==> src/rtl/instruction_fetch_queue.sv <==
// Prefetching fetch stage: variable-latency imem request/response with an in-order queue to decode.
// Optional misaligned-redirect trap enabled by defining IF_MISALIGN_TRAP_EN.
module instruction_fetch_queue #(
    parameter int unsigned       ADDR_W   = 64,
    parameter int unsigned       INSTR_W  = 32,
    parameter int unsigned       DEPTH    = 4,
    parameter logic [ADDR_W-1:0] RESET_PC = '0
) (
    input  logic               clock,
    input  logic               reset,
    output logic               imem_req_valid,
    input  logic               imem_req_ready,
    output logic [ADDR_W-1:0]  imem_addr,
    input  logic               imem_resp_valid,
    input  logic [INSTR_W-1:0] imem_resp_data,
    output logic [INSTR_W-1:0] instruction_out,
    output logic [ADDR_W-1:0]  PC_out,
    output logic [ADDR_W-1:0]  PC_inc_out,
    output logic               if_valid,
    input  logic               if_ready,
    input  logic               or_out,
    input  logic [ADDR_W-1:0]  add_pc,
    input  logic               Branchreg,
    input  logic [ADDR_W-1:0]  read_data_1,
    output logic               fault
);
    localparam int unsigned       PTR_W = $clog2(DEPTH);
    localparam int unsigned       CNT_W = PTR_W + 1;
    localparam logic [ADDR_W-1:0] INC   = ADDR_W'(4);

    logic               redirect;
    logic [ADDR_W-1:0]  target;
    logic               issue_blocked, has_credit, issue, keep, pop, load_head;

    logic [ADDR_W-1:0]  fetch_pc_q, fetch_pc_d, resp_pc_q, resp_pc_d;
    logic [PTR_W-1:0]   head_q, head_d, tail_q, tail_d;
    logic [CNT_W-1:0]   count_q, count_d, outstanding_q, outstanding_d, drop_q, drop_d;
    logic [INSTR_W-1:0] data_mem [DEPTH];
    logic [ADDR_W-1:0]  pc_mem [DEPTH];
    logic [INSTR_W-1:0] instr_q, instr_d;
    logic [ADDR_W-1:0]  pc_q, pc_d, pc_inc_q;

    assign redirect = Branchreg | or_out;
    assign target   = Branchreg ? read_data_1 : add_pc;

`ifdef IF_MISALIGN_TRAP_EN
    logic fault_q;

    always_ff @(posedge clock or negedge reset) begin
        if (!reset) begin
            fault_q <= 1'b0;
        end else if (redirect) begin
            fault_q <= |target[1:0];
        end
    end

    assign issue_blocked = fault_q;
    assign fault         = fault_q;
`else
    assign issue_blocked = 1'b0;
    assign fault         = 1'b0;
`endif

    // Credits cover both queued entries and in-flight requests, so a push can never overflow.
    assign has_credit = ({1'b0, count_q} + {1'b0, outstanding_q}) < (CNT_W + 1)'(DEPTH);
    assign imem_req_valid = reset && !redirect && !issue_blocked && has_credit;
    assign imem_addr      = fetch_pc_q;
    assign issue          = imem_req_valid && imem_req_ready;
    assign keep           = imem_resp_valid && (drop_q == '0) && !redirect;
    assign if_valid       = (count_q != '0);
    assign pop            = if_valid && if_ready && !redirect;

    always_comb begin
        fetch_pc_d    = fetch_pc_q;
        resp_pc_d     = resp_pc_q;
        head_d        = head_q;
        tail_d        = tail_q;
        count_d       = count_q;
        outstanding_d = outstanding_q;
        drop_d        = drop_q;
        if (redirect) begin
            fetch_pc_d    = target;
            resp_pc_d     = target;
            head_d        = '0;
            tail_d        = '0;
            count_d       = '0;
            outstanding_d = outstanding_q - CNT_W'(imem_resp_valid);
            // Every request still in flight after this cycle belongs to the old stream.
            drop_d        = outstanding_d;
        end else begin
            if (issue) begin
                fetch_pc_d = fetch_pc_q + INC;
            end
            outstanding_d = outstanding_q + CNT_W'(issue) - CNT_W'(imem_resp_valid);
            if (imem_resp_valid && (drop_q != '0)) begin
                drop_d = drop_q - CNT_W'(1);
            end
            if (keep) begin
                resp_pc_d = resp_pc_q + INC;
                tail_d    = tail_q + PTR_W'(1);
            end
            if (pop) begin
                head_d = head_q + PTR_W'(1);
            end
            count_d = count_q + CNT_W'(keep) - CNT_W'(pop);
        end
    end

    // Head outputs are registered: load whichever entry becomes the head next cycle.
    always_comb begin
        load_head = !redirect && (count_d != '0);
        if (count_q == CNT_W'(pop)) begin
            instr_d = imem_resp_data;
            pc_d    = resp_pc_q;
        end else begin
            instr_d = data_mem[head_d];
            pc_d    = pc_mem[head_d];
        end
    end

    always_ff @(posedge clock or negedge reset) begin
        if (!reset) begin
            fetch_pc_q    <= RESET_PC;
            resp_pc_q     <= RESET_PC;
            head_q        <= '0;
            tail_q        <= '0;
            count_q       <= '0;
            outstanding_q <= '0;
            drop_q        <= '0;
            instr_q       <= '0;
            pc_q          <= '0;
            pc_inc_q      <= '0;
        end else begin
            fetch_pc_q    <= fetch_pc_d;
            resp_pc_q     <= resp_pc_d;
            head_q        <= head_d;
            tail_q        <= tail_d;
            count_q       <= count_d;
            outstanding_q <= outstanding_d;
            drop_q        <= drop_d;
            if (load_head) begin
                instr_q  <= instr_d;
                pc_q     <= pc_d;
                pc_inc_q <= pc_d + INC;
            end
        end
    end

    always_ff @(posedge clock) begin
        if (keep) begin
            data_mem[tail_q] <= imem_resp_data;
            pc_mem[tail_q]   <= resp_pc_q;
        end
    end

    assign instruction_out = instr_q;
    assign PC_out          = pc_q;
    assign PC_inc_out      = pc_inc_q;

endmodule
==> config.mk <==
export PLATFORM = sky130hd
export DESIGN_NAME = instruction_fetch_queue
export DESIGN_NICKNAME = d
export VERILOG_FILES = /design/src/rtl/instruction_fetch_queue.sv
export SDC_FILE = /design/constraint.sdc
export NUM_CORES = 1
export LEC_CHECK = 0
export CAP_MARGIN = 20
export CORE_MARGIN = 2
export CORE_UTILIZATION = 45
export CTS_CLUSTER_SIZE = 28
export DETAILED_ROUTE_END_ITERATION = 10
export PLACE_DENSITY = 0.76
export SLEW_MARGIN = 20
export SYNTH_ARGS = -nofsm -noshare
export SYNTH_HDL_FRONTEND = slang
export SYNTH_SLANG_ARGS = --single-unit
export TNS_END_PERCENT = 50
==> constraint.sdc <==
create_clock -name clock -period 5.1 [get_ports clock]
set_clock_uncertainty 0.05 [all_clocks]
set_input_delay 1.02 -clock clock [delete_from_list [all_inputs] [get_ports clock]]
set_output_delay 1.02 -clock clock [all_outputs]
set_load 0.005 [all_outputs]
# Word level (Yosys, flattened, before mapping)

Memory sizes are Yosys's and may differ from the RTL's.
Cells that the tools add are included.
Widths: inputs -> output; s select.

Output and inout port bits: 227
Memories: 2
Input bits: 167
Memory bits (writable): 384
Register bits after elaboration: 301
Logic and storage cells: 61

Memories:

| name     | words | bits a word | read ports | clocked after memory_dff | write ports | line | RTL |
|---|---|---|---|---|---|---|---|
| pc_mem   | 4     | 64          | 1          | 0                        | 1           | 39   | `logic [ADDR_W-1:0] pc_mem [DEPTH];` |
| data_mem | 4     | 32          | 1          | 0                        | 1           | 38   | `logic [INSTR_W-1:0] data_mem [DEPTH];` |

Add/sub/neg operators: 12
Equal/unequal tests: 1
Bitwise gates (word level): 1
Reduce and logical (&&, ||, !) cells: 17
Muxes and demuxes: 17
Order comparisons: 1

Operators by type and width:

| operator              | number |
|---|---|
| $mux 64               | 6 |
| $add 64x3->64 const B | 3 |
| $mux 32               | 1 |
| $mux 3                | 4 |
| $logic_and 1x1->1     | 9 |
| $reduce_bool 3->1     | 3 |
| $sub 3x1->3           | 3 |
| $mux 2                | 4 |
| $add 3x1->3           | 2 |
| $reduce_bool 2->1     | 3 |
| $add 2x1->2 const B   | 2 |
| $add 3x3->4           | 1 |
| $lt 4x3->1 const B    | 1 |
| $eq 3x1->1            | 1 |
| $logic_not 3->1       | 1 |
| $sub 3x1->3 const B   | 1 |
| $mux 1                | 2 |
| $logic_not 1->1       | 1 |
| $or 1x1->1            | 1 |

# Logic depth before layout (Yosys ltp)

Word-level depth: 8
Depth in mapped cells: 21
Mapped depth without buffers: 16

# Worst setup path after synthesis

Ideal clock, no wire load.

Path kind: input -> register
Start point: input or_out
End point: memory data_mem[0][0] (enable)
Slack: -0.499 ns
Arrival time: 5.082 ns
Data required time: 4.584 ns
Buffers on the path: 7
Stages on the path: 9
Setup time: 0.466 ns
Path through: buf_2 > nor2_1 > buf_2 > buf_2 > buf_1 > clkbuf_1 > clkbuf_1 > clkbuf_1 > and3_1

Longest elaborated chain between the ends: 5

Ends and longest elaborated chain:

| item                         | line | RTL |
|---|---|---|
| from (decl)                  | 21   | `input logic or_out,` |
| $or 1x1->1                   | 43   | `assign redirect = Branchreg \| or_out;` |
| $logic_not 1->1              | 69   | `assign keep = imem_resp_valid && (drop_q == '0) && !redirect;` |
| $logic_and 1x1->1            | 69   |  |
| $mux 1                       | 150  | `if (keep) begin` |
| $mux 1 (not written as such) | 151  | `data_mem[tail_q] <= imem_resp_data;` |
| to (decl)                    | 38   |  |

Every way passes these cells.

# Worst setup path in the final report

Start point: input if_ready
End point: register pc_inc_q[57] (netlist: PC_inc_out[57])

Longest elaborated chain between the ends: 7
Elaborated cells between the ends (all ways): 12
Those cells by class: add/sub (2); eq/ne (1); mux (4); reduce/logical (4); memory (1)

Ends and longest elaborated chain:

| item                              | line | RTL |
|---|---|---|
| from (decl)                       | 20   | `input logic if_ready,` |
| $logic_and 1x1->1 * (2 in series) | 71   | `assign pop = if_valid && if_ready && !redirect;` |
| $mux 2                            | 102  | `if (pop) begin` |
| $mux 2                            | 81   | `if (redirect) begin` |
| $mem_v2 4x64                      | -    |  |
| $mux 64                           | 112  | `if (count_q == CNT_W'(pop)) begin` |
| $add 64x3->64                     | 144  | `pc_inc_q <= pc_d + INC;` |
| to (signal assigned)              | 144  |  |
| to (decl)                         | 41   | `logic [ADDR_W-1:0] pc_q, pc_d, pc_inc_q;` |

Every way passes the cells marked *; elsewhere a longest branch is shown, timed or not.
A chain may end at the register's enable or synchronous reset.

==> key figures <==
Run status
  – Status: completed

Logic synthesis
  – Post-synth top area cell: edfxtp_1
  – Prevailing post-synth register cell: edfxtp_1
  – Top post-synthesis cells by area: edfxtp_1 (34%), dfrtp_1 (22%), a21oi_1 (5.6%), nand2_1 (5.0%), nor2_1 (4.0%)
  – Number of library cell types mapped by synthesis: 91
  – Sequential share of the synthesized area: 0.554
  – Syn nets: roughly 3700
  – Yosys top cell area share: 0.337
  – #FFs+latches synth: ~680
  – Synthesis warning total: 0
  – Synth top cells by count: nand2_1 (456), edfxtp_1 (384), a21oi_1 (381)
  – Most common cell in the netlist: nand2_1
  – Async set or reset register ratio after synthesis: 0.436
  – Post-Syn Instances: between 3000 and 4000
  – Synthesized area per cell: just under 10 µm²
  – Post-synth EDFFs: roughly 380
  – Cell Area, Synth: about 34000 µm²

Clocking
  – Setup Fix Bufs, Post-CTS: 0
  – Clock Path Buffers: 3
  – Worst-Skew Late Latency: ~0.63 ns
  – H-tree lvl count: 3
  – # resized after CTS: 0
  – Hold_buf cts: 0
  – CTS tree: built
  – Root Buffer: clkbuf_16
  – Num CTS Buffers: 74
  – CTS clk-pin slew, worst paths: around 0.06 ns
  – TritonCTS Sinks: around 680

Final layout
  – Layout cells sized above 1: 0.0959
  – Synthesis-to-layout area growth: 23.1%
  – Ant diodes: 0
  – Nets: 4098
  – Fillers: approximately 6400

Setup path
  – Crit path DAT: 5.03 ns
  – FF-to-FF End: PC_inc_out[57]$_DFFE_PN0P_
  – Worst-path cell chain: clkdlybuf4s50_1 -> buf_4 -> o31a_2 -> buf_4 -> nor3_1 -> nor4_1 -> o22ai_1 -> a21oi_1 -> nand3_1 -> nor4b_1 -> buf_4 -> nand4_1 -> buf_4 -> mux2i_1 -> nor3_1
  – Buf/Inv on CP: 5
  – Largest stage delay, worst path: roughly 0.6 ns
  – R2R depth: 15
  – FF-to-FF Start: count_q[2]$_DFF_PN0_
  – CP max-delay cell: nor4_1
  – CP Max Fanout: 32
  – Worst Path Required: around 5.6 ns
  – Worst setup EP type: flip-flop
  – CP dominant cell by count: buf_4
  – CP top delay family: simple AND/OR/NAND/NOR gates
  – Startpoint Class: primary input
  – Crit Path Class: primary input to flip-flop
  – R2R Setup Slk: 0.60 ns

Die
  – Die X: between 200 and 300 µm
  – IO Pins: 394
  – Die Footprint: around 80000 µm²
  – Starting density of the core: 0.453
  – Core Region: roughly 76000 µm²
  – DIE HEIGHT: ~280 µm
  – FP Rows: roughly 100

GRT
  – GRT Total Usage: 0.270
  – Vias in the first global route: 28500
  – Remaining Overflow, GRT: 0
  – Largest net degree at the start of global routing: 147
  – First-pass GRT wire length: between 150000 and 200000 µm
  – Initial antenna violation count: 2

Drt
  – Drt pass-1 iters: 5
  – Routed wire length: around 110000 µm
  – Via Count: roughly 30000
  – Remaining DRCs: 0
  – Number of vias per cell: approximately 6
  – 1st-iter DRT viols: approximately 3300
  – Routed length per instance: approximately 22 µm
  – Final ANT Viol Nets: 0

STA
  – Min Clock Period, post-route: around 4.5 ns
  – Period utilization: 0.889
  – Setup-failing EPs final: 0
  – Worst slew pin tran: approximately 1.1 ns
  – FMAX: approximately 0.22 GHz
  – Setup TNS: 0 ns
  – Min Hold Slack: ~0.24 ns
  – RSZ-0062 raised after global routing: false
  – Final hold violations: 0
  – Pins Over Slew Limit: 0
  – Slew HR: 0.295

Power
  – Leak pwr: ~16 nW
  – Cell Pwr Density: about 380 nW/µm²
  – VDD IR max: 0.209 mV

Placed design
  – Gpl congestion: ~0.9
  – Post-DP HPWL: 72800 µm
  – PortBufs: approximately 400

Hold path
  – Hold Crit Class: primary input to async pin

Flow run
  – Max-cap violations: 0
stage by stage:
stage	power [mW]	worst slack (ns)	cells	instance area, µm²	utilization
after floorplan	8.58	0.339	3524	34300	-
after global placement	10.9	0.167	4814	39900	0.527
final	16.0	0.566	4952	42200	0.557
after detailed placement	11.0	0.0137	4814	39900	0.527
after CTS	16.1	0.634	4952	42200	0.557
after global routing	16.7	0.373	4952	42200	0.557
worst max path at each step:
stage / cells past startpoint / to / startpoint / slack (ns)
2_1_floorplan: 20 / PC_inc_out[52]$_DFFE_PN0P_ / Branchreg / 0.34
3_3_place_gp: 15 / PC_inc_out[60]$_DFFE_PN0P_ / if_ready / 0.17
3_5_place_dp: 16 / PC_inc_out[57]$_DFFE_PN0P_ / if_ready / 0.01
4_1_cts: 5 / imem_req_valid / count_q[2]$_DFF_PN0_ / 0.63
5_1_grt: 16 / PC_inc_out[57]$_DFFE_PN0P_ / if_ready / 0.37
6_report: 15 / PC_inc_out[57]$_DFFE_PN0P_ / if_ready / 0.57
report_power, final:
| group | switching [mW] | total [mW] | internal (mW) |
|---|---|---|---|
| registers | 0.673 | 7.33 | 6.66 |
| logic | 1.58 | 3.54 | 1.97 |
| clock network | 2.25 | 5.17 | 2.92 |
layer usage:
layer / GRT usage / vias to the layer above / part of all wire
met4: 0.0861 / 4 / 0.024
met5: 0 / - / 0.00021
li1: - / 13800 / -
met1: 0.387 / 14800 / 0.41
met2: 0.409 / 1713 / 0.45
met3: 0.0579 / 182 / 0.11
state kept, by name, indices dropped and copies added, names as in the netlist, 3 cells and up:
register / count
PC_out: 64
count_q: 3
resp_pc_q: 63
PC_inc_out: 62
pc_mem: 256
drop_q: 3
outstanding_q: 3
imem_addr: 63
instruction_out: 32
data_mem: 128
cell families after synthesis:
family,count (synthesis),synth area share
and+or+nand+nor,1519,0.212
AOI/OAI and AO/OA,905,0.163
DFF,681,0.554
buffers and inverters,315,0.0411
xor gates and xnor gates,55,0.0141
muxes,26,0.00789
adders and majority gates,22,0.00826
other,1,0.000109
cells in the final DEF (no fill, tap or decap), drive strengths merged, types with 14 or more instances in the layout:
master | Yosys | routed
xnor2 | 28 | 28
nor4 | 56 | 56
a31oi | 50 | 50
o31ai | 44 | 44
nor3 | 172 | 172
edfxtp | 384 | 384
or3 | 18 | 18
mux2i | 18 | 18
nor3b | 15 | 15
and3 | 102 | 102
a21oi | 392 | 392
inv | 50 | 54
clkdlybuf4s50 | 0 | 389
clkbuf | 150 | 104
o32a | 26 | 26
or3b | 14 | 14
nand4 | 42 | 42
xor2 | 27 | 27
buf | 115 | 188
a221oi | 14 | 14
clkinv | 0 | 26
nand3 | 197 | 197
ha | 17 | 17
nand3b | 16 | 16
nand2 | 456 | 456
o21a | 16 | 16
dfrtp | 297 | 297
o32ai | 36 | 36
nor2 | 361 | 361
o21ai | 174 | 174
o221ai | 31 | 31
o22ai | 35 | 35
and2 | 17 | 17
final cells by class:
| type | count | area [µm²] | share of cell area |
|---|---|---|---|
| Tap cell | 978 | 1220 | 0.0290 |
| Clock buffer | 104 | 2050 | 0.0485 |
| Clock inverter | 34 | 258 | 0.00611 |
| Sequential cell | 681 | 19000 | 0.450 |
| Timing Repair Buffer | 577 | 5510 | 0.131 |
| Multi-Input combinational cell | 2528 | 14000 | 0.332 |
| Inverter | 50 | 188 | 0.00445 |
(Power assumes the default switching activity.)
